## src/rtl/lfsr_random_gen.sv

```systemverilog
// ---------------------------------------------------------------------------
// lfsr_random_gen
//
// Purpose:
//   Fibonacci LFSR with a rejection-sampling draw engine. While no map is
//   loaded the LFSR free-runs every cycle, so the value it holds when play
//   starts depends on player timing. A draw request steps the LFSR once per
//   cycle until the low OUT_W bits land in 1..MAX_VAL. If MAX_TRIES
//   consecutive candidates are rejected, the draw returns 1 with fallback set.
//
// Parameters:
//   WIDTH     LFSR state width (3..32)
//   TAPS      feedback tap mask over the state bits
//   SEED      non-zero reset / lockup-recovery state
//   OUT_W     draw output width (1..WIDTH)
//   MAX_VAL   largest legal draw; the legal range is 1..MAX_VAL
//   MAX_TRIES attempt limit before falling back (1..255)
//
// Ports:
//   clk         single clock, rising edge
//   reset       synchronous, active-high
//   map_loaded  low = LFSR advances every cycle
//   req         draw request (sampled in IDLE only)
//   ready       high while idle
//   valid       draw result available (held until ack)
//   ack         consumer accepts the result
//   value       drawn number
//   fallback    result came from the attempt limit
//   state       raw LFSR state (debug)
//   seed_load   (RNG_SEED_LOAD_EN only) load seed_in into the LFSR
//   seed_in     (RNG_SEED_LOAD_EN only) seed value; zero maps to SEED
//
// Configuration macro: RNG_SEED_LOAD_EN adds the seed_load/seed_in ports.
// ---------------------------------------------------------------------------
module lfsr_random_gen #(
    parameter int unsigned      WIDTH     = 16,
    parameter logic [WIDTH-1:0] TAPS      = 16'hB400,
    parameter int unsigned      SEED      = 1,
    parameter int unsigned      OUT_W     = 4,
    parameter int unsigned      MAX_VAL   = 9,
    parameter int unsigned      MAX_TRIES = 16
) (
    input  logic             clk,
    input  logic             reset,
    input  logic             map_loaded,
    input  logic             req,
    output logic             ready,
    output logic             valid,
    input  logic             ack,
    output logic [OUT_W-1:0] value,
    output logic             fallback,
    output logic [WIDTH-1:0] state
`ifdef RNG_SEED_LOAD_EN
    ,
    input  logic             seed_load,
    input  logic [WIDTH-1:0] seed_in
`endif
);

    localparam logic [1:0] ST_IDLE = 2'd0;
    localparam logic [1:0] ST_DRAW = 2'd1;
    localparam logic [1:0] ST_DONE = 2'd2;

    localparam logic [WIDTH-1:0] SEED_V   = WIDTH'(SEED);
    localparam logic [OUT_W-1:0] MAX_V    = OUT_W'(MAX_VAL);
    localparam logic [7:0]       LAST_TRY = 8'(MAX_TRIES - 1);

    logic [WIDTH-1:0] state_q, state_d;
    logic [WIDTH-1:0] shift_val;
    logic             fb;
    logic             advance;

    logic [1:0]       fsm_q, fsm_d;
    logic [7:0]       tries_q, tries_d;
    logic [OUT_W-1:0] value_q, value_d;
    logic             fallback_q, fallback_d;
    logic [OUT_W-1:0] cand;
    logic             cand_ok;

    // LFSR next state. Priority: seed load > lockup recovery > advance > hold.
    always_comb begin
        fb        = ^(state_q & TAPS);
        shift_val = {state_q[WIDTH-2:0], fb};
        advance   = !map_loaded || (fsm_q == ST_DRAW);
        state_d   = state_q;
        if (state_q == '0) begin
            // All-zero is a fixed point of an XOR LFSR; kick it back out.
            state_d = SEED_V;
        end else if (advance) begin
            state_d = shift_val;
        end
`ifdef RNG_SEED_LOAD_EN
        if (seed_load) begin
            state_d = (seed_in == '0) ? SEED_V : seed_in;
        end
`endif
    end

    // Draw FSM. The candidate is taken from the current state, the same
    // cycle the LFSR steps past it, so an accepted value is never reused.
    always_comb begin
        cand       = state_q[OUT_W-1:0];
        cand_ok    = (cand != '0) && (cand <= MAX_V);
        fsm_d      = fsm_q;
        tries_d    = tries_q;
        value_d    = value_q;
        fallback_d = fallback_q;
        case (fsm_q)
            ST_IDLE: begin
                if (req) begin
                    fsm_d   = ST_DRAW;
                    tries_d = 8'd0;
                end
            end
            ST_DRAW: begin
                if (cand_ok) begin
                    value_d    = cand;
                    fallback_d = 1'b0;
                    fsm_d      = ST_DONE;
                end else if (tries_q == LAST_TRY) begin
                    // This rejection is the MAX_TRIES-th in a row.
                    value_d    = OUT_W'(1);
                    fallback_d = 1'b1;
                    fsm_d      = ST_DONE;
                end else begin
                    tries_d = tries_q + 8'd1;
                end
            end
            ST_DONE: begin
                if (ack) begin
                    fsm_d = ST_IDLE;
                end
            end
            default: fsm_d = ST_IDLE;
        endcase
    end

    always_ff @(posedge clk) begin
        if (reset) begin
            state_q    <= SEED_V;
            fsm_q      <= ST_IDLE;
            tries_q    <= 8'd0;
            value_q    <= '0;
            fallback_q <= 1'b0;
        end else begin
            state_q    <= state_d;
            fsm_q      <= fsm_d;
            tries_q    <= tries_d;
            value_q    <= value_d;
            fallback_q <= fallback_d;
        end
    end

    assign ready    = (fsm_q == ST_IDLE);
    assign valid    = (fsm_q == ST_DONE);
    assign value    = value_q;
    assign fallback = fallback_q;
    assign state    = state_q;

endmodule
```

## config.mk

```make
export PLATFORM = sky130hd
export DESIGN_NAME = lfsr_random_gen
export DESIGN_NICKNAME = d
export VERILOG_FILES = /design/src/rtl/lfsr_random_gen.sv
export SDC_FILE = /design/constraint.sdc
export NUM_CORES = 1
export LEC_CHECK = 0
export CAP_MARGIN = 5
export CORE_MARGIN = 8
export CORE_UTILIZATION = 45
export DETAILED_ROUTE_END_ITERATION = 16
export HOLD_SLACK_MARGIN = 0.03
export PLACE_DENSITY = 0.8
export SLEW_MARGIN = 0
export SYNTH_ARGS = -nofsm -noshare
export SYNTH_HDL_FRONTEND = slang
export SYNTH_SLANG_ARGS = --single-unit
```

## constraint.sdc

```tcl
create_clock -name clk -period 1.5 [get_ports clk]
set_input_delay 0.375 -clock clk [delete_from_list [all_inputs] [get_ports clk]]
set_output_delay 0.375 -clock clk [all_outputs]
set_load 0.05 [all_outputs]
```

==> results of run 1 <==
## sequential cells by signal, indices dropped and copies added (netlist names)
register,count
state,16
tries_q,8
value,4
fsm_q,2
fallback,1
## final cells by class
cell class	instances	area [sq um]	share of cell area
clock buffers	6	41.3	0.0170
clock inverters	2	7.51	0.00309
inverters	6	22.5	0.00928
multi-input cells	122	830	0.342
flip-flops and latches	31	647	0.266
well taps	33	41.3	0.0170
repair buffers	65	838	0.345
## cell usage in the layout, fill, tap and decap left out, drive strengths merged, types with 2 or more instances in the layout
cell,n
clkinv,2
inv,6
or2,2
nor2,6
buf,61
a21oi,22
mux2i,3
or4,3
nand3,6
ha,2
o311ai,2
or3,3
dfxtp,31
o21ai,7
nand2b,2
nor3,3
clkbuf,6
clkdlybuf4s50,4
o31ai,2
o211ai,3
nand2,36
nor3b,2
o41ai,2
nor4,4
## Yosys cell counts, drive strengths merged, types with 2 or more instances
cell type	instances	area share
buf	4	0.024
o311ai	2	0.013
nor3	3	0.011
ha	2	0.018
o211ai	3	0.016
nor4	4	0.029
nand2	36	0.098
nand3	6	0.022
o41ai	2	0.013
dfxtp	31	0.45
inv	6	0.016
or2	2	0.0091
mux2i	3	0.022
nor3b	2	0.011
o21ai	6	0.025
or4	3	0.016
or3	3	0.014
nand2b	2	0.0091
clkbuf	2	0.0055
o31ai	2	0.011
a21oi	22	0.080
nor2	6	0.016
## worst paths after layout
| check | from | to | depth (start not counted) |
|---|---|---|---|
| setup / recovery | tries_q[4] | fsm_q[0] | 5 |
| hold reg to reg | state[13] | state[13] | 2 |
| setup reg to reg | tries_q[4] | fsm_q[0] | 5 |
| hold / removal | state[13] | state[13] | 2 |
## metrics by stage
| step | hold slack (ns) | power, mW | setup TNS (ns) | instances |
|---|---|---|---|---|
| global route | 0.514 | 1.91 | -0.881 | 265 |
| finish | 0.488 | 1.85 | -0.315 | 265 |
| CTS | 0.488 | 1.82 | -0.128 | 260 |
| detailed placement | 0.478 | 1.32 | -1.61 | 248 |
| floorplan | 0.451 | 1.09 | -0.222 | 164 |
| global placement | 0.462 | 1.31 | -0.677 | 248 |
## metal layers
metal / up-vias / share of wire / global-route usage
met2: 58 / 0.53 / 0.317
met3: 19 / 0.063 / 0.0711
met4: 0 / 0.036 / 0.0947
met1: 721 / 0.37 / 0.163
li1: 716 / - / -
met5: - / 0 / 0
## power by group
group | switching (mW) | internal [mW] | leakage (nW)
Combinational | 0.265 | 0.242 | 0.632
Clock | 0.298 | 0.173 | 0.0273
Sequential | 0.0286 | 0.842 | 0.257
Total | 0.591 | 1.26 | 0.916
## worst max-delay path, stage by stage, from the launching register on
cell	delay [ns]
dfxtp_2	0.33
or4_4	0.57
o22ai_2	0.15
buf_4	0.17
mux2i_1	0.10
nor3b_2	0.16
## what timing repair did
item                                    in CTS  in global routing
endpoints found under the setup margin      20                 32
pin swaps                                    4                 10
buffers inserted                             3                  5
gates resized for setup                     17                 21
gates cloned                                 1                  0
## kinds of logic (layout without fill, tap and decap cells)
group                    after synthesis  after routing
XOR/XNOR                               2              2
flip-flops                            31             31
adder cells (fa/ha/maj)                2              2
AND/OR/NAND/NOR                       73             73
AO/OA/AOI/OAI                         41             42
multiplexers                           3              3
buffers and inverters                 12             79
==> results by group, run 1 <==
Outcome
  • Outcome: finished, violations left
  • Failing checks: setup timing

Run
  • Max-Cap Viols: 0

Detailed routing
  • # DRC: 0
  • DRT antenna net count: 0
  • Drt pass-1 iters: 4
  • Initial DRC count: 126
  • Routed len/inst: 17.9 um
  • Final WL: 4730 um
  • Drt via density: 5.71
  • Vias: 1,514

Clocking
  • Clk_lat worst skew: 0.34 ns
  • Clock root buffer: clkbuf_4
  • TritonCTS buffer count: 5
  • CTS tree: yes
  • # H-tree levels: 2
  • Cts hold-fix bufs: 0
  • CTS clk-pin slew, worst paths: 0.10 ns
  • CTS Sinks: 31
  • Max clock buf depth: 2

Critical path
  • Reg2Reg Setup Slack: -0.09 ns
  • Crit end category: flop
  • Largest fanout on the critical path: 3
  • Critical path class: reg2reg
  • WP data arrival: 1.82 ns
  • Req. time, crit path: 1.73 ns
  • Setup crit start kind: flop

Finish
  • Fill cells: 159
  • Ant diodes: 0
  • Post-layout instance area: 2430 sq um
  • Layout cells sized above 1: 0.448
  • Syn-to-layout area delta: 76.7%
  • Final Util: 0.815
  • Final net count: 238

Logic synthesis
  • Post-Synth Simple-Gate Area: 0.270
  • Ys async rst share: 0
  • Synth unique cells: 38
  • Post-synthesis adder-cell area fraction: 0.0182
  • Multiplexer share of the synthesized area: 0.0219
  • Synth Area in Compound Gates: 0.180
  • Main combinational cell family by area after synthesis: simple AND/OR/NAND/NOR gates
  • Synth Instances: 164
  • Mapped Avg Cell Area: 8.38 sq um
  • Sequential share of the synthesized area: 0.452
  • Yosys reg bits: 31
  • Synthesized Nets: 171
  • Ys flop type: dfxtp_1
  • EDFF count, synth: 0
  • Synthesized area: 1370 sq um
  • Yosys warning total: 0
  • Post-Synth XOR/XNOR Area: 0.0128

GRT
  • GRT Overall Usage: 0.175
  • Pin count of the biggest net entering global routing: 16
  • First-pass GRT wire length: 7070 um
  • Number of global-route vias before repair: 1,590
  • Grt ovf: 0
  • Initial antenna violation count: 0

STA
  • Rel. slew slack: 0.657
  • Fmax: 630 MHz
  • RSZ-0062 raised after global routing: true
  • Endpoints failing setup: 9
  • Final Hold Fails: 0
  • Worst slew pin tran: 0.510 ns
  • Worst Slack Setup Final: -0.0877 ns
  • Fin. max-slew vios: 0
  • Fin crit share: 1.06
  • Tmin final: 1.59 ns
  • Post-route clock skew: 0.00404 ns

Placement
  • Cell Area, Placed: 2160 sq um
  • Final Wtd Congestion: 0.879
  • PortBufs: 27
  • HPWL Detailed: 3040 um
  • Setup slack at placement: -0.196 ns

Pwr
  • Pleak: 0.916 nW
  • Cell Pwr Density: 762 nW/um^2
  • Worst VDD drop: 0.633 mV

Floorplanning
  • Core Region: 2980 sq um
  • DIE HEIGHT: 71.3 um
  • # IOs: 28
  • Die area: 5080 sq um
  • Initial Util: 0.461
  • Row cnt: 20
  • Overall die width: 71.3 um

Min path
  • Hold Path Class: reg2reg
Note: power is estimated with default switching activity, not from simulation.
==> run 2: changes to the inputs <==
- clock period: 1.5 -> 1.3 ns (I/O delays scaled with it)
==> run 2 against run 1 <==
  * The flow still finishes with violations (setup timing)
  * First-iteration DRC count up 140%
  * Sequential power rose by 16%
  * Flip-flop and latch count is the same
  * Die area unchanged
  * Critical endpoint is now tries_q[0]
  * Cell area up 15%
  * Count of clock-buffer cells in the layout grew 1
  * Critical path type unchanged
  * Sequential share of layout area fell by 2.9 points
==> results by group, run 2 (synthesized netlist as in run 1, its figures left out) <==
STA
  • Fmax: 581 MHz
  • Tmin final: 1.72 ns
  • Sum Neg Setup Slack: -11.28 ns
  • RSZ-0062 raised after global routing: true
  • Worst slew pin tran: 0.474 ns
  • Post-route clock skew: 0.0213 ns
  • Endpoints failing setup: 44
  • Final Hold Fails: 0
  • Fin crit share: 1.32
  • Rel. slew slack: 0.681
  • Fin. max-slew vios: 0
  • Worst Slack Setup Final: -0.422 ns

Critical path
  • Crit-path slowest cell: dfxtp_4
  • Crit-path cells: nor4_4, buf_6, o21ai_4, or2_4, o31ai_2
  • Setup crit start kind: flop
  • Cells on worst reg2reg path: 5
  • WP depth: 5
  • CP Buf/Inv Count: 1
  • Top delay family on crit path: simple AND/OR/NAND/NOR gates
  • Crit end category: flop
  • WP data arrival: 1.94 ns
  • Max incr delay on CP: 0.39 ns
  • Largest fanout on the critical path: 6
  • Req. time, crit path: 1.52 ns
  • Critical path class: reg2reg

Clocking
  • Max clock buf depth: 2
  • TritonCTS buffer count: 5
  • CTS clk-pin slew, worst paths: 0.13 ns
  • Clk_lat worst skew: 0.36 ns
  • # H-tree levels: 2
  • CTS tree: yes
  • CTS Sinks: 31
  • Clock root buffer: clkbuf_4
  • Cts hold-fix bufs: 0

Min path
  • Hold Path Class: reg2reg
  • WHS Path Cells: 2

Pwr
  • Logic pwr share: 0.307
  • Worst VDD drop: 0.581 mV
  • Cell Pwr Density: 866 nW/um^2
  • Internal power: 1.59 mW
  • Register share of total power: 0.415
  • Net switching power: 835 uW
  • Pleak: 1.08 nW
  • Sw Ratio: 0.344
  • Clock Power Share: 0.277

Detailed routing
  • # DRC: 0
  • Initial DRC count: 302
  • Vias: 1,909
  • Routed len/inst: 27.9 um
  • Drt via density: 6.61
  • Drt pass-1 iters: 7
  • DRT antenna net count: 0
  • Final WL: 8070 um

Placement
  • HPWL Detailed: 3490 um
  • Placed Instances: 262
  • Final Wtd Congestion: 0.926
  • PortBufs: 27

Finish
  • Syn-to-layout area delta: 104%
  • Final net count: 262
  • Post-route insts no fill: 289
  • Most common cell after layout, fill and taps aside: buf_4
  • Layout cells sized above 1: 0.637
  • Max reg flops: 16
  • Commonest non-fill, non-tap cells in the layout: buf_4 (36), nand2_1 (34), buf_12 (25), buf_6 (24), a21oi_2 (16)
  • Ant diodes: 0

Floorplanning
  • Initial Util: 0.461
  • # IOs: 28
  • Die area: 5080 sq um
  • Overall die width: 71.3 um
  • DIE HEIGHT: 71.3 um
  • Core Region: 2980 sq um
  • Row cnt: 20

GRT
  • Pin count of the biggest net entering global routing: 16
  • GRT Overall Usage: 0.263
  • First-pass GRT wire length: 10,100 um
  • Initial antenna violation count: 0
  • Grt ovf: 0
  • Number of global-route vias before repair: 1,905

Outcome
  • Failing checks: setup timing
  • Outcome: finished, violations left

Run
  • Max-Cap Viols: 0
-- run 2: changes by cell type in the layout (fill, tap and decap cells not counted), sizes merged --
cell and delta:
buf +24, clkbuf +1, clkinv -1
-- run 2: cell type report --
cell class	instances	area, sq um
repair buffers	89	1080
multi-input cells	122	932
flip-flops and latches	31	666
fillers	81	175
clock buffers	7	55.1
well taps	33	41.3
inverters	6	22.5
clock inverters	1	5.00
-- run 2: worst register-to-register path, stage by stage, from the launching register on --
cell	delay [ns]
dfxtp_4	0.39
nor4_4	0.30
buf_6	0.18
o21ai_4	0.09
or2_4	0.25
o31ai_2	0.36
-- run 2: final timing paths --
| check | startpoint | to | slack, ns |
|---|---|---|---|
| worst max-delay path | state[3] | tries_q[0] | -0.42 |
| worst min-delay path | tries_q[7] | tries_q[7] | 0.50 |
| worst max register to register | state[3] | tries_q[0] | -0.42 |
| worst min register to register | tries_q[7] | tries_q[7] | 0.50 |
-- run 2: what timing repair did --
action / in CTS / in global routing
resized for setup: 48 / 31
pin swaps: 11 / 15
cloned: 1 / 0
setup endpoints to repair: 45 / 48
buffers inserted: 12 / 9
-- run 2: metrics by stage --
| step | utilization | power [mW] | hold WS [ns] | setup slack (ns) | area (sq um) |
|---|---|---|---|---|---|
| 6_report | 0.941 | 2.43 | 0.503 | -0.422 | 2800 |
| 5_1_grt | 0.941 | 2.47 | 0.545 | -0.473 | 2800 |
| 4_1_cts | 0.884 | 2.26 | 0.510 | -0.254 | 2630 |
| 3_5_place_dp | 0.775 | 1.55 | 0.495 | -0.362 | 2310 |
| 3_3_place_gp | 0.775 | 1.53 | 0.463 | -0.244 | 2310 |
| 2_1_floorplan | - | 1.28 | 0.455 | -0.293 | 1470 |
-- run 2: power by group through the flow --
stage	combinational (mW)	sequential [mW]	clock, mW
finish	0.746	1.01	0.673
CTS	0.639	1.00	0.618
global placement	0.511	1.02	0
global route	0.763	1.01	0.698
floorplan	0.189	1.09	0
detailed placement	0.529	1.02	0
-- run 2: metal layers --
layer  track usage  vias to the layer above  share of wire
li1              -                      764              -
met1         0.253                      921           0.36
met2         0.456                      170           0.49
met3        0.0851                       54          0.089
met4         0.208                        0          0.059
met5             0                        -              0
==> run 3: changes to the inputs <==
--- a/config.mk
+++ b/config.mk
@@ -7,8 +7,9 @@
 export LEC_CHECK = 0
+export ABC_AREA = 1
 export CAP_MARGIN = 5
 export CORE_MARGIN = 8
-export CORE_UTILIZATION = 45
+export CORE_UTILIZATION = 46
 export DETAILED_ROUTE_END_ITERATION = 16
 export HOLD_SLACK_MARGIN = 0.03
-export PLACE_DENSITY = 0.8
+export PLACE_DENSITY = 0.81
 export SLEW_MARGIN = 0
--- a/constraint.sdc
+++ b/constraint.sdc
@@ -3,2 +3,2 @@
 set_output_delay 0.325 -clock clk [all_outputs]
-set_load 0.05 [all_outputs]
+set_load 0.005 [all_outputs]
==> run 3 against run 2 <==
  * The run still ends with setup timing left
  * Register-to-register slack improved by 0.32 ns
  * Die area grew 5.3%
  * Worst hold slack worse by 0.025 ns
  * Utilization is 14 points lower
  * Largest cell class is now multi-input combinational cells
  * Fmax increased by 23%
  * Setup slack better by 0.32 ns
  * Sequential share of layout area up 3.0 points
  * Critical path depth grew 2
==> results by group, run 3 <==
Outcome
  • Outcome: finished, violations left
  • Failing checks: setup timing

Placement
  • PortBufs: 27
  • Placed Instances: 307
  • Final Wtd Congestion: 0.897
  • HPWL Detailed: 2800 um

GRT
  • GRT Overall Usage: 0.185
  • Initial antenna violation count: 0
  • Grt ovf: 0
  • First-pass GRT wire length: 7780 um
  • Pin count of the biggest net entering global routing: 16
  • Number of global-route vias before repair: 1,750

Floorplanning
  • Initial Util: 0.487
  • # IOs: 28
  • Row cnt: 20
  • Overall die width: 73.1 um
  • DIE HEIGHT: 73.1 um
  • Core Region: 3080 sq um
  • Die area: 5340 sq um

Logic synthesis
  • Top-count cell post-synth: nand2_1
  • Post-synth top cells: nand2_1 (50), dfxtp_1 (31), nand3_1 (27)
  • Mapped Avg Cell Area: 7.08 sq um
  • Synth Instances: 212
  • Yosys reg bits: 31
  • Ys async rst share: 0
  • Top cell type's share of synthesized area: 0.414
  • Synth top area cells: dfxtp_1 (41%), nand2_1 (13%), nand3_1 (9.0%)
  • Synth unique cells: 28
  • Area leader, netlist: dfxtp_1
  • Synthesized Nets: 219
  • EDFF count, synth: 0
  • Yosys warning total: 0
  • Synthesized area: 1500 sq um
  • Sequential share of the synthesized area: 0.414
  • Ys flop type: dfxtp_1

Detailed routing
  • Final WL: 5080 um
  • Routed len/inst: 15.3 um
  • DRT antenna net count: 0
  • Drt via density: 5.38
  • # DRC: 0
  • Vias: 1,792
  • Drt pass-1 iters: 5
  • Initial DRC count: 127

Finish
  • Post-route insts no fill: 333
  • Ant diodes: 0
  • Most common cell after layout, fill and taps aside: nand2_1
  • Final Util: 0.806
  • Syn-to-layout area delta: 65.4%
  • Layout cells sized above 1: 0.471
  • Max reg flops: 16
  • Commonest non-fill, non-tap cells in the layout: nand2_1 (42), buf_4 (39), nand3_1 (23), nor2_1 (17), dfxtp_2 (17)
  • Final net count: 295

Critical path
  • WP data arrival: 1.64 ns
  • Crit-path slowest cell: dfxtp_2
  • Reg2Reg Launch Point: state[6]
  • Max incr delay on CP: 0.33 ns
  • Largest fanout on the critical path: 9
  • Top delay family on crit path: simple AND/OR/NAND/NOR gates
  • Req. time, crit path: 1.54 ns
  • Critical path class: reg2reg
  • Setup crit start kind: flop
  • Crit end category: flop
  • Crit path launch: state[6]
  • Crit-path cells: buf_4, nor2_2, nand4_1, or2_1, nand2_4, buf_12, a21oi_1
  • CP Buf/Inv Count: 2

Pwr
  • Cell Pwr Density: 862 nW/um^2
  • Worst VDD drop: 0.534 mV
  • Total chip power: 2.14 mW
  • Pleak: 1.04 nW

Min path
  • Worst hold start: fallback
  • Hold Path Class: reg2reg

STA
  • Fin. max-slew vios: 0
  • Final Hold Fails: 0
  • Rel. slew slack: 0.815
  • Tmin final: 1.40 ns
  • Post-route clock skew: 0.00793 ns
  • Fmax: 713 MHz
  • Sum Neg Setup Slack: -1.59 ns
  • Endpoints failing setup: 22
  • Worst slew pin tran: 0.277 ns
  • Worst Slack Setup Final: -0.102 ns
  • RSZ-0062 raised after global routing: true
  • Fin crit share: 1.08

Clocking
  • CTS tree: yes
  • Clock root buffer: clkbuf_4
  • Clk_lat worst skew: 0.34 ns
  • Cts hold-fix bufs: 0
  • TritonCTS buffer count: 5
  • Max clock buf depth: 2
  • # H-tree levels: 2
  • CTS Sinks: 31
  • CTS clk-pin slew, worst paths: 0.10 ns

Run
  • Max-Cap Viols: 0
==> run 3: per-stage QoR <==
stage                     hold WS, ns  setup WS (ns)  instance area, sq um
after floorplan                 0.456        -0.0131                  1500
after global placement          0.452        -0.0924                  2030
after detailed placement        0.462         -0.101                  2030
after CTS                       0.468        -0.0512                  2330
after global routing            0.500         -0.161                  2480
final                           0.478         -0.102                  2480
==> run 3: power breakdown <==
group          internal (mW)  total, mW  leakage, nW  switching [mW]
sequential             0.977       1.00        0.263          0.0268
combinational          0.214      0.472        0.734           0.259
clock                  0.318      0.664       0.0386           0.346
==> run 3: worst paths after layout <==
check | to | slack [ns] | cells past startpoint
hold / removal | fallback | 0.48 | 2
setup reg to reg | state[2] | -0.10 | 7
setup / recovery | state[2] | -0.10 | 7
hold reg to reg | fallback | 0.48 | 2
==> run 3: final cells by class <==
cell class                      instances  area (sq um)
Sequential cell                        31           664
Inverter                               16          62.6
Multi-Input combinational cell        160          1010
Timing Repair Buffer                   74           624
Clock buffer                            8          68.8
Fill cell                             195           597
Tap cell                               44          55.1
==> run 3: what timing repair did <==
| action | CTS | global route |
|---|---|---|
| endpoints found under the setup margin | 37 | 38 |
| gates cloned | 2 | 0 |
| buffers inserted | 13 | 3 |
| pin swaps | 10 | 18 |
| gates resized for setup | 87 | 45 |
==> run 3: kinds of logic after synthesis <==
family	count (synthesis)	synth area share
simple gates	121	0.373
compound gates	33	0.116
flops	31	0.414
buf+inv	23	0.0692
xor+xnor	2	0.0117
fa+ha+maj	2	0.0167
==> run 3: tightest hold or removal path, cell delays in order (launching register included) <==
cell      delay [ns]
dfxtp_1         0.34
o21bai_1        0.07
inv_1           0.04
==> run 3: metal layers <==
layer  GRT usage  part of all wire  up-vias
li1            -                 -      857
met1       0.196              0.38      829
met2       0.319              0.50       83
met3      0.0563             0.070       23
met4       0.100             0.042        0
met5           0                 0        -
